==> src/rtl/frame_cfg_arbiter_pkg.sv <==
// Shared constants and FSM state type for the frame configuration arbiter.
package frame_cfg_pkg;
    localparam int N_REQ_DEF   = 4;
    localparam int N_REGS_DEF  = 8;
    localparam int DATA_W_DEF  = 12;
    localparam int FRAME_CNT_W = 16;

    typedef enum logic [1:0] {IDLE, GRANT, COMMIT} cfg_state_t;
endpackage

==> src/rtl/frame_cfg_arbiter_rr_arbiter.sv <==
// Combinational round-robin pick: first asserted request at or above ptr, wrapping.
module rr_arbiter #(
    parameter  int N  = 4,
    localparam int PW = (N > 1) ? $clog2(N) : 1
) (
    input  logic [N-1:0]  req,
    input  logic [PW-1:0] ptr,
    output logic [N-1:0]  gnt,
    output logic          any
);
    always_comb begin : l_pick
        logic [PW-1:0] w_idx;
        gnt   = '0;
        any   = 1'b0;
        w_idx = '0;
        for (int k = 0; k < N; k++) begin
            w_idx = PW'((int'(ptr) + k) % N);
            if (!any && req[w_idx]) begin
                gnt[w_idx] = 1'b1;
                any        = 1'b1;
            end
        end
    end
endmodule

==> src/rtl/frame_cfg_arbiter.sv <==
// Round-robin write arbiter into a shadow config bank, copied to the active bank on vblank rise.
// Optional FRAME_CFG_LOCK_EN adds cfg_lock, which holds the active bank across vblanks.
module frame_cfg_arbiter
    import frame_cfg_pkg::*;
#(
    parameter  int N_REQ  = N_REQ_DEF,
    parameter  int N_REGS = N_REGS_DEF,
    parameter  int DATA_W = DATA_W_DEF,
    localparam int ADDR_W = $clog2(N_REGS)
) (
    input  logic                     clk,
    input  logic                     rst,
    input  logic                     vblnk_in,
`ifdef FRAME_CFG_LOCK_EN
    input  logic                     cfg_lock,
`endif
    input  logic [N_REQ-1:0]         req,
    input  logic [N_REQ*ADDR_W-1:0]  req_addr,
    input  logic [N_REQ*DATA_W-1:0]  req_data,
    output logic [N_REQ-1:0]         ack,
    output logic [N_REGS*DATA_W-1:0] cfg_out,
    output logic                     commit,
    output logic [FRAME_CNT_W-1:0]   frame_cnt
);
    localparam int PW = (N_REQ > 1) ? $clog2(N_REQ) : 1;

    cfg_state_t                r_state;
    logic                      r_vblnk_d;
    logic                      r_pend;
    logic                      r_dirty;
    logic [PW-1:0]             r_ptr;
    logic [N_REQ-1:0]          r_ack;
    logic                      r_commit;
    logic [FRAME_CNT_W-1:0]    r_frame_cnt;
    logic [N_REGS*DATA_W-1:0]  r_shadow;
    logic [N_REGS*DATA_W-1:0]  r_cfg;

    logic [N_REQ-1:0]          w_gnt;
    logic                      w_any;
    logic [PW-1:0]             w_win;
    logic [PW-1:0]             w_nxt_ptr;
    logic [ADDR_W-1:0]         w_addr;
    logic [ADDR_W:0]           w_addr_x;
    logic [DATA_W-1:0]         w_data;
    logic                      w_in_range;
    logic                      w_vb_rise;
    logic                      w_lock;

`ifdef FRAME_CFG_LOCK_EN
    assign w_lock = cfg_lock;
`else
    assign w_lock = 1'b0;
`endif

    assign w_vb_rise = vblnk_in & ~r_vblnk_d;

    rr_arbiter #(.N(N_REQ)) u_rr (
        .req (req),
        .ptr (r_ptr),
        .gnt (w_gnt),
        .any (w_any)
    );

    always_comb begin
        w_win = '0;
        for (int k = 0; k < N_REQ; k++) begin
            if (w_gnt[k]) w_win = PW'(k);
        end
    end

    assign w_nxt_ptr  = (int'(w_win) == N_REQ - 1) ? '0 : w_win + 1'b1;
    assign w_addr     = req_addr[int'(w_win)*ADDR_W +: ADDR_W];
    assign w_data     = req_data[int'(w_win)*DATA_W +: DATA_W];
    assign w_addr_x   = {1'b0, w_addr};
    // Non-power-of-two banks can be addressed past the end; such writes are acked and dropped.
    assign w_in_range = (w_addr_x < (ADDR_W+1)'(N_REGS));

    always_ff @(posedge clk or negedge rst) begin
        if (!rst) begin
            r_state     <= IDLE;
            r_vblnk_d   <= 1'b0;
            r_pend      <= 1'b0;
            r_dirty     <= 1'b0;
            r_ptr       <= '0;
            r_ack       <= '0;
            r_commit    <= 1'b0;
            r_frame_cnt <= '0;
            r_shadow    <= '0;
            r_cfg       <= '0;
        end else begin
            r_vblnk_d <= vblnk_in;
            r_ack     <= '0;
            r_commit  <= 1'b0;
            // Counting every edge here keeps frame_cnt exact even when the commit is deferred.
            if (w_vb_rise) r_frame_cnt <= r_frame_cnt + 1'b1;
            case (r_state)
                IDLE: begin
                    if (w_vb_rise || r_pend) begin
                        r_state <= COMMIT;
                        r_pend  <= 1'b0;
                        if (!w_lock) begin
                            r_cfg    <= r_shadow;
                            r_commit <= r_dirty;
                            r_dirty  <= 1'b0;
                        end
                    end else if (w_any) begin
                        r_state <= GRANT;
                        r_ack   <= w_gnt;
                        r_ptr   <= w_nxt_ptr;
                        if (w_in_range) begin
                            r_shadow[int'(w_addr)*DATA_W +: DATA_W] <= w_data;
                            r_dirty <= 1'b1;
                        end
                    end
                end
                default: begin
                    r_state <= IDLE;
                    if (w_vb_rise) r_pend <= 1'b1;
                end
            endcase
        end
    end

    assign ack       = r_ack;
    assign commit    = r_commit;
    assign cfg_out   = r_cfg;
    assign frame_cnt = r_frame_cnt;
endmodule

==> config.mk <==
export PLATFORM = sky130hd
export DESIGN_NAME = frame_cfg_arbiter
export DESIGN_NICKNAME = d
export VERILOG_FILES = /design/src/rtl/frame_cfg_arbiter_pkg.sv /design/src/rtl/frame_cfg_arbiter_rr_arbiter.sv /design/src/rtl/frame_cfg_arbiter.sv
export SDC_FILE = /design/constraint.sdc
export NUM_CORES = 1
export LEC_CHECK = 0
export CORE_ASPECT_RATIO = 1.1
export CORE_MARGIN = 2
export CORE_UTILIZATION = 53
export DETAILED_ROUTE_END_ITERATION = 10
export GPL_TIMING_DRIVEN = 0
export HOLD_SLACK_MARGIN = 0.08
export PLACE_DENSITY_LB_ADDON = 0.15
export SYNTH_ARGS = -nofsm -noshare
export SYNTH_HDL_FRONTEND = slang
export SYNTH_SLANG_ARGS = --single-unit
==> constraint.sdc <==
create_clock -name clk -period 6.9 [get_ports clk]
set_input_delay 0.69 -clock clk [delete_from_list [all_inputs] [get_ports clk]]
set_output_delay 0.69 -clock clk [all_outputs]
set_load 0.03 [all_outputs]
; ---- Word-level counts from Yosys, hierarchy flattened
; Cells that the tools add are included.
[totals]
ff_bits = 220
output_inout_bits = 117
inputBits = 67
[classes]
addsub = 6
n_reduce_logical = 20
n_lt_le_gt_ge = 9
mul = 3
n_eq_ne = 3
muxes = 43
n_bitwise = 6
n_shift = 4
[op_table]
columns = operator, n
row1 = bitwise mux 96 bit, 1
row2 = "variable shift 12 x 33 -> 96 bit, first input constant", 1
row3 = indexed part select 12 x 33 -> 96 bit, 1
row4 = indexed part select 48 x 7 -> 12 bit, 1
row5 = negator 7 -> 33 bit, 1
row6 = two-way mux 4 bit, 7
row7 = two-way mux 1 bit, 21
row8 = "adder 16 x 1 -> 16 bit, second input constant", 1
row9 = "less-than comparator 2 x 3 -> 1 bit, second input constant", 4
row10 = two-way mux 2 bit, 6
row11 = OR 4 bit, 3
row12 = indexed part select 12 x 5 -> 3 bit, 1
row13 = binary-select mux 1 bit (select 2 bit), 4
row14 = demux 1 bit (select 2 bit), 4
row15 = "greater-or-equal comparator 2 x 1 -> 1 bit, second input constant", 4
row16 = "multiplier 2 x 2 -> 4 bit, second input constant", 2
row17 = logical AND 1 bit, 7
row18 = AND reduction 3 bit, 2
row19 = nonzero test 2 bit, 3
row20 = "multiplier 3 x 2 -> 5 bit, second input constant", 1
row21 = "adder 2 x 1 -> 2 bit, second input constant", 2
row22 = "adder 2 bit, second input constant", 2
row23 = "less-than comparator 3 x 4 -> 1 bit, second input constant", 1
row24 = AND reduction 2 bit, 2
row25 = 9 further kinds, 12

; ---- Logic depth before layout (Yosys ltp)
; Gate-level depths: netlist of the first run.
[logic_depth]
ltp_word = 21
depth_mapped = 24

; ---- Cells and area by module
; From an unflattened synthesis of the first run, not the netlist that was laid out.
[unflattened]
cells_unflattened = 1040
area_unflattened_um2 = 10481.3
[by_module_without_submodules]
columns = module, seq_area_each_um2, n_inst, cells_each, area_per_inst_um2
row1 = frame_cfg_arbiter, 5505.3, 1, 978, 9987.1
row2 = rr_arbiter, 0.0, 1, 62, 494.2

; ---- Worst setup path before layout of the first run
; No wires, ideal clock.
[synth_timing]
path_kind = register -> register
startpoint = register r_ptr[1]
endpoint = register r_shadow[10]
synth_period_minus_slack_ps = 5854
arrival_ps = 5729
stages_incl_launch_ff = 25
setup_time_ps = 125
required_time_ps = 6775
n_path_buf = 5
path_slack_ps = 1046
cell_sequence = dfrtp_1 > inv_1 > ha_1 > buf_2 > mux2i_1 > mux2_2 > a211o_1 > a22oi_1 > buf_2 > buf_2 > mux2i_1 > o21ai_0 > nand2_1 > nand2_1 > ha_1 > fa_1 > clkbuf_1 > xnor2_4 > nor2b_1 > ha_1 > clkbuf_1 > nand3_1 > nor3_1 > o21ai_1 > mux2_2
[synth_via]
elab_chain_cells = 21
[synth_rtl]
columns = item, line_no
row1 = "start, declared", frame_cfg_arbiter.sv:31  ; logic [PW-1:0] r_ptr;
row2 = "start signal, assigned", frame_cfg_arbiter.sv:109  ; r_ptr <= w_nxt_ptr;
row3 = branches (longest 21 deep; another with less-than comparator 2 x 3 -> 1 bit), -
row4 = "end signal, assigned by index", frame_cfg_arbiter.sv:111  ; r_shadow[int'(w_addr)*DATA_W +: DATA_W] <= w_data;
row5 = "end, declared", frame_cfg_arbiter.sv:35  ; logic [N_REGS*DATA_W-1:0] r_shadow;
; Several ways; the timed one is not identified. The select of a mux whose other input is x is not followed.
; A chain may end at the register's enable or synchronous reset.

; ---- Worst setup path in the final report of the first run
[layout_timing]
startpoint = register r_ptr[1]
endpoint = register r_shadow[67]
; Same word-level chain as after synthesis.

==> flow_summary.json, run 1 <==
{
  "yosysWarningCount": 0,
  "finalWirelength_um": 28970,
  "finalClockSkew_ns": 0.01184,
  "crit_path_max_fanout": 10,
  "yosys.area_share.simple_pct": 18.06,
  "synth_top_cells_by_area": "sky130_fd_sc_hd__dfrtp_1 (52%), sky130_fd_sc_hd__nand2_1 (11%), sky130_fd_sc_hd__mux2_2 (9.0%)",
  "io_buffer_count": 180,
  "finalSetupTns_ns": 0,
  "timing.max_slew.rel_slack_pct": 22.73,
  "detail_route.vias_per_cell": 5.616,
  "critical_path.startpoint_type": "register",
  "grt_util_all_layers_pct": 27.57,
  "clock_tree_from_tritoncts": "done",
  "io_pins": 184,
  "dr_total_vias": 8582,
  "worstMarginPinSlew_ns": 1.147,
  "synth.distinct_cells": 70,
  "clkSlewWorstSetupHoldPaths_ns": 0.06,
  "critical_path.cell_chain": "inv_1, ha_1, buf_2, mux2i_1, mux2_2, a211o_1, a22oi_2, buf_2, buf_2, mux2i_1, o21ai_0, nand2_1, nand2_1, ha_1, fa_2, or2_2, buf_1, or2_2, mux2i_1, nor2_1, and3_1, buf_2, mux2_2",
  "design.core.area_mm2": 0.01973,
  "finalSetupViolCount": 0,
  "clock_tree.buffer_depth": 3,
  "period_minus_slack_ns": 6.581,
  "ctsRootBufferMaster": "sky130_fd_sc_hd__clkbuf_16",
  "post_cts_hold_buffer_count": 0,
  "floorplan.initialDensity_pct": 53.72,
  "finalNetCount": 1340,
  "synth_mux_area_share_pct": 13.28,
  "synth-xor-area-share_pct": 2.078,
  "cp_data_arrival_time_ns": 6.97,
  "initial_antenna_violation_count": 0,
  "area.growth.synth_to_final_pct": 28.82,
  "critical-path-slowest-cell": "sky130_fd_sc_hd__dfrtp_1",
  "gpl.final_weighted_congestion": 0.9830,
  "clock_sinks": 220,
  "number_of_global_route_vias_before_repair": 8698,
  "cts_made_buffers": 23,
  "cp_endpoint_kind": "register",
  "synth.most_common_cell": "sky130_fd_sc_hd__nand2_1",
  "dr.pass1.iters": 5,
  "drive_above_1_share_pct": 13.95,
  "number_of_enable_type_register_cells_in_the_synthesized_netlist": 0,
  "syn_area_per_cell_um2": 10.08,
  "synth_top_family_by_area": "simple AND/OR/NAND/NOR gates",
  "status": "finished, final reports clean",
  "timing.max_cap.violations": 0,
  "nFillCells": 1578,
  "grt_start_max_net_pins": 118,
  "std_cell_rows": 54,
  "max_freq_mhz": 151.9,
  "drv_slew": 0,
  "netlist_top_cells_count": "sky130_fd_sc_hd__nand2_1 (315), sky130_fd_sc_hd__dfrtp_1 (220), sky130_fd_sc_hd__mux2_2 (85)",
  "ys_seq_area_share_pct": 51.95,
  "route.detailed.drc": 0,
  "first_iter_violations": 548,
  "postSynthRegisterBits": 220,
  "cp.required_ns": 7.29,
  "die_width_um": 138.8,
  "rr_startpoint": "r_ptr[1]",
  "post-route-period-util_pct": 95.38,
  "slowest_delay_ns": 0.55,
  "htree_levels": 1,
  "worstSetupStartpoint": "r_ptr[1]",
  "final_hold_viol_count": 0,
  "insertion_delay_ns": 0.51,
  "yosys.area_share.adder_pct": 1.724,
  "post_synth_inst_count": 1051,
  "detailed_place_hpwl_um": 21200,
  "setup.worst_path.class": "register to register",
  "post-synth-top-area-cell": "sky130_fd_sc_hd__dfrtp_1",
  "grt_first_pass_wirelength_um": 46590,
  "postSynthNetCount": 1132,
  "synth_compound_gate_area_share_pct": 9.469,
  "ys_async_sr_fraction_pct": 100.0,
  "grt_overflow": 0,
  "syn_area_mm2": 0.01060,
  "fp.dieH_um": 152.3,
  "die_area_mm2": 0.02114,
  "worstHoldPathType": "input port to async pin",
  "yosys.area.top_type_share_pct": 51.95,
  "antennaDiodeCount": 0,
  "timing.critical_path.mode_cell": "sky130_fd_sc_hd__buf_2",
  "routed_wire_length_per_instance_um": 18.96,
  "ant_nets": 0,
  "postSynth.topFlopCell": "sky130_fd_sc_hd__dfrtp_1"
}
[worst max-delay path: cells and delay by family, from the launching register on]
family | cells | cell delay, ns
AO/OA/AOI/OAI | 3 | 0.71
multiplexers | 5 | 1.37
AND/OR/NAND/NOR | 6 | 1.45
flip-flops | 1 | 0.55
adder cells (fa/ha/maj) | 3 | 1.12
buffers and inverters | 6 | 1.26
[state kept, by name (all words and copies together) (netlist names)]
signal	flops
r_shadow	96
cfg_out	96
r_dirty	1
r_ptr	2
r_vblnk_d	1
ack	4
frame_cnt	16
r_pend	1
r_state	2
commit	1
[metal layers]
metal	up-vias	wire length (um)	global-route usage, %
met5	-	0	0
met4	0	718	7.648
met3	55	1656	3.865
met2	297	14210	47.29
met1	4205	12390	37.03
li1	4025	-	-
[path summary, 6_finish.rpt]
kind                                      end  slack [ns]  depth (start not counted)
worst min-delay path            frame_cnt[14]        0.23                          1
min in group clk                  cfg_out[93]        0.45                          2
max in group asynchronous        r_shadow[46]        5.62                          2
worst max register to register   r_shadow[67]        0.32                         23
worst min register to register    cfg_out[93]        0.45                          2
worst max-delay path             r_shadow[67]        0.32                         23
[stage by stage]
| step | instances | area, um^2 | hold slack (ns) | utilization [%] | worst slack, ns |
|---|---|---|---|---|---|
| after floorplan | 1051 | 10600 | 0.3944 | - | 1.046 |
| after global placement | 1483 | 12710 | 0.4417 | 64.45 | -3.974 |
| after detailed placement | 1484 | 12750 | 0.4479 | 64.61 | -0.4170 |
| after CTS | 1526 | 13610 | 0.2704 | 68.96 | 0.06550 |
| after global routing | 1528 | 13650 | 0.3018 | 69.20 | -0.04600 |
| final | 1528 | 13650 | 0.2253 | 69.20 | 0.3187 |
[repair_timing]
item                                    in CTS  in global routing
gates resized for setup                      2                  5
endpoints found under the hold margin        0                  0
setup buffers                                0                  3
pin swaps                                    0                  1
endpoints found under the setup margin       9                 85
[placed cells by master, fill, tap and decap left out, drive strengths merged, types with 26 or more instances in the layout]
cell	instances
buf	27
clkbuf	60
clkdlybuf4s50	179
dfrtp	220
inv	36
mux2	85
mux2i	37
nand2	316
nand3	26
nor2	29
o21ai	48
[area by class of cell]
cell class | instances | area, um^2 | share of cell area [%]
sequential | 220 | 5505 | 40.33
multi-input combinational | 745 | 4761 | 34.87
timing repair buffer | 184 | 1857 | 13.60
clock buffer | 31 | 655.6 | 4.803
tap | 252 | 315.3 | 2.310
buffer | 51 | 234.0 | 1.714
clock inverter | 11 | 196.4 | 1.439
inverter | 34 | 127.6 | 0.9348
[logic make-up after synthesis]
| family | Yosys count |
|---|---|
| compound gates | 146 |
| xor+xnor | 20 |
| fa+ha+maj | 14 |
| buf+inv | 86 |
| flops | 220 |
| mux | 125 |
| simple gates | 440 |
Power of run 1 is left out: the tool's default activity adds up to more than one toggle a clock period on the data nets, which glitch-free logic cannot reach.
==> inputs of run 2 (changes only) <==
- REMOVE_ABC_BUFFERS: default -> 1
==> flow_summary.json, run 2 (same netlist as run 1, synthesis figures left out) <==
{
  "route.detailed.drc": 0,
  "global_route.usage.met1_pct": 32.01,
  "die_area_mm2": 0.02114,
  "post-route-worst-setup-slack_ns": 0.4349,
  "cp.required_ns": 7.28,
  "cp_num_buf_inv": 2,
  "dr.pass1.iters": 5,
  "finalClockSkew_ns": 0.02396,
  "layout.cells.most_common_list": "sky130_fd_sc_hd__nand2_1 (315), sky130_fd_sc_hd__dfrtp_1 (220), sky130_fd_sc_hd__clkdlybuf4s50_1 (182)",
  "fp.dieH_um": 152.3,
  "io_pins": 184,
  "cpLargestDelayFamily": "adder cells",
  "critical-path-slowest-cell": "sky130_fd_sc_hd__dfrtp_1",
  "nFillCells": 1580,
  "timing.max_slew.rel_slack_pct": 33.31,
  "detailed_place_hpwl_um": 18080,
  "setup.worst_path.class": "register to register",
  "reg2reg_depth": 17,
  "rr_startpoint": "r_ptr[0]",
  "cp_data_arrival_time_ns": 6.85,
  "post-route-period-util_pct": 93.70,
  "initial_antenna_violation_count": 0,
  "setup.reg_to_reg.worst_slack_ns": 0.43,
  "die_width_um": 138.8,
  "routed_wire_length_per_instance_um": 17.08,
  "htree_levels": 1,
  "finalWirelength_um": 25430,
  "slowest_delay_ns": 0.65,
  "post_cts_hold_buffer_count": 0,
  "critical_path.cell_chain": "inv_1, ha_1, mux2i_1, mux2_2, a211o_1, a22oi_2, o221a_1, a21oi_4, ha_1, fa_1, xnor2_4, nor2b_1, ha_2, nand4b_1, inv_1, a32oi_1, mux2_2",
  "final_hold_viol_count": 0,
  "gr_layer_usage_met2_pct": 40.23,
  "gpl.final_weighted_congestion": 0.8985,
  "stdcell_area_mm2": 0.01356,
  "clock_tree_from_tritoncts": "done",
  "floorplan.initialDensity_pct": 53.72,
  "cp_endpoint_kind": "register",
  "clock_sinks": 220,
  "finalNetCount": 1302,
  "rsz0062_at_grt": "false",
  "ant_nets": 0,
  "cts_made_buffers": 23,
  "grt_util_all_layers_pct": 23.93,
  "met3_grt_util_pct": 4.117,
  "regToRegEndpoint": "r_shadow[7]",
  "worstMarginPinSlew_ns": 0.9900,
  "grt_overflow": 0,
  "drv_slew": 0,
  "first_iter_violations": 473,
  "period_minus_slack_ns": 6.465,
  "grt_first_pass_wirelength_um": 41990,
  "timing.max_cap.violations": 0,
  "grt_start_max_net_pins": 94,
  "number_of_global_route_vias_before_repair": 8364,
  "number_of_stages_on_the_worst_setup_path": 17,
  "dr_total_vias": 8333,
  "gr-max-usage-layer": "met2",
  "layout_commonest_cell": "sky130_fd_sc_hd__nand2_1",
  "clock_tree.buffer_depth": 3,
  "endpoint": "r_shadow[7]",
  "insertion_delay_ns": 0.52,
  "finalSetupViolCount": 0,
  "std_cell_rows": 54,
  "critical_path.startpoint_type": "register",
  "max_freq_mhz": 154.7,
  "area.growth.synth_to_final_pct": 27.99,
  "antennaDiodeCount": 0,
  "status": "finished, final reports clean",
  "drive_above_1_share_pct": 13.99,
  "worstSetupStartpoint": "r_ptr[0]",
  "worstHoldPathType": "input port to async pin",
  "place_ws_ns": -0.1885,
  "ctsRootBufferMaster": "sky130_fd_sc_hd__clkbuf_16",
  "detail_route.vias_per_cell": 5.596,
  "crit_path_max_fanout": 15,
  "design.core.area_mm2": 0.01973,
  "io_buffer_count": 183,
  "place_area_mm2": 0.01271,
  "worst_hold_slack_ns": 0.09283,
  "clkSlewWorstSetupHoldPaths_ns": 0.06
}
## run 2: changes by cell type in the layout (fill, tap and decap cells not counted), sizes merged
| cell | previous run | this run |
|---|---|---|
| clkbuf | 60 | 36 |
| bufinv | 5 | 0 |
| a22oi | 2 | 3 |
| clkdlybuf4s50 | 179 | 182 |
| inv | 36 | 34 |
| clkinvlp | 0 | 1 |
| buf | 27 | 14 |
## run 2: metal layers
layer	wire [um]	vias up
li1	-	3936
met2	12420	286
met4	604	0
met5	0	-
met1	10840	4059
met3	1564	52
## run 2: repair_timing
action	in CTS	in global routing
endpoints found under the setup margin	34	93
resized for setup	1	7
pin swaps	1	3
setup buffers	1	4
gates cloned	0	1
## run 2: worst min path at each step
| stage | startpoint | to | slack (ns) | cells past startpoint |
|---|---|---|---|---|
| global route | rst | frame_cnt[13] | 0.12 | 1 |
| global placement | r_shadow[79] | cfg_out[79] | 0.44 | 2 |
| floorplan | rst | ack[0] | 0.39 | 0 |
| detailed placement | r_shadow[57] | cfg_out[57] | 0.45 | 2 |
| finish | rst | frame_cnt[13] | 0.09 | 1 |
| CTS | rst | frame_cnt[13] | 0.11 | 1 |
## run 2: cell type report
cell class	instances	area, um^2	share of cell area (%)
sequential	220	5505	40.59
multi-input combinational	746	4790	35.31
timing repair buffer	196	2047	15.09
clock buffer	36	744.5	5.488
tap	252	315.3	2.324
inverter	34	127.6	0.9409
clock inverter	5	35.03	0.2583
## run 2: stage by stage
stage,util [%],setup TNS (ns),instances
finish,68.75,0,1489
global route,68.75,0,1489
CTS,68.45,0,1484
detailed placement,64.40,-2.761,1442
global placement,63.40,-2020.15,1434
floorplan,-,-301.91,999
Power of run 2 is left out for the same reason.
==> inputs of run 3 (changes only) <==
- HOLD_SLACK_MARGIN: 0.08 -> default
==> results of run 3 <==
The final DEF is identical to that of run 2; final timing and power are the same.
Power of run 3 is left out for the same reason.
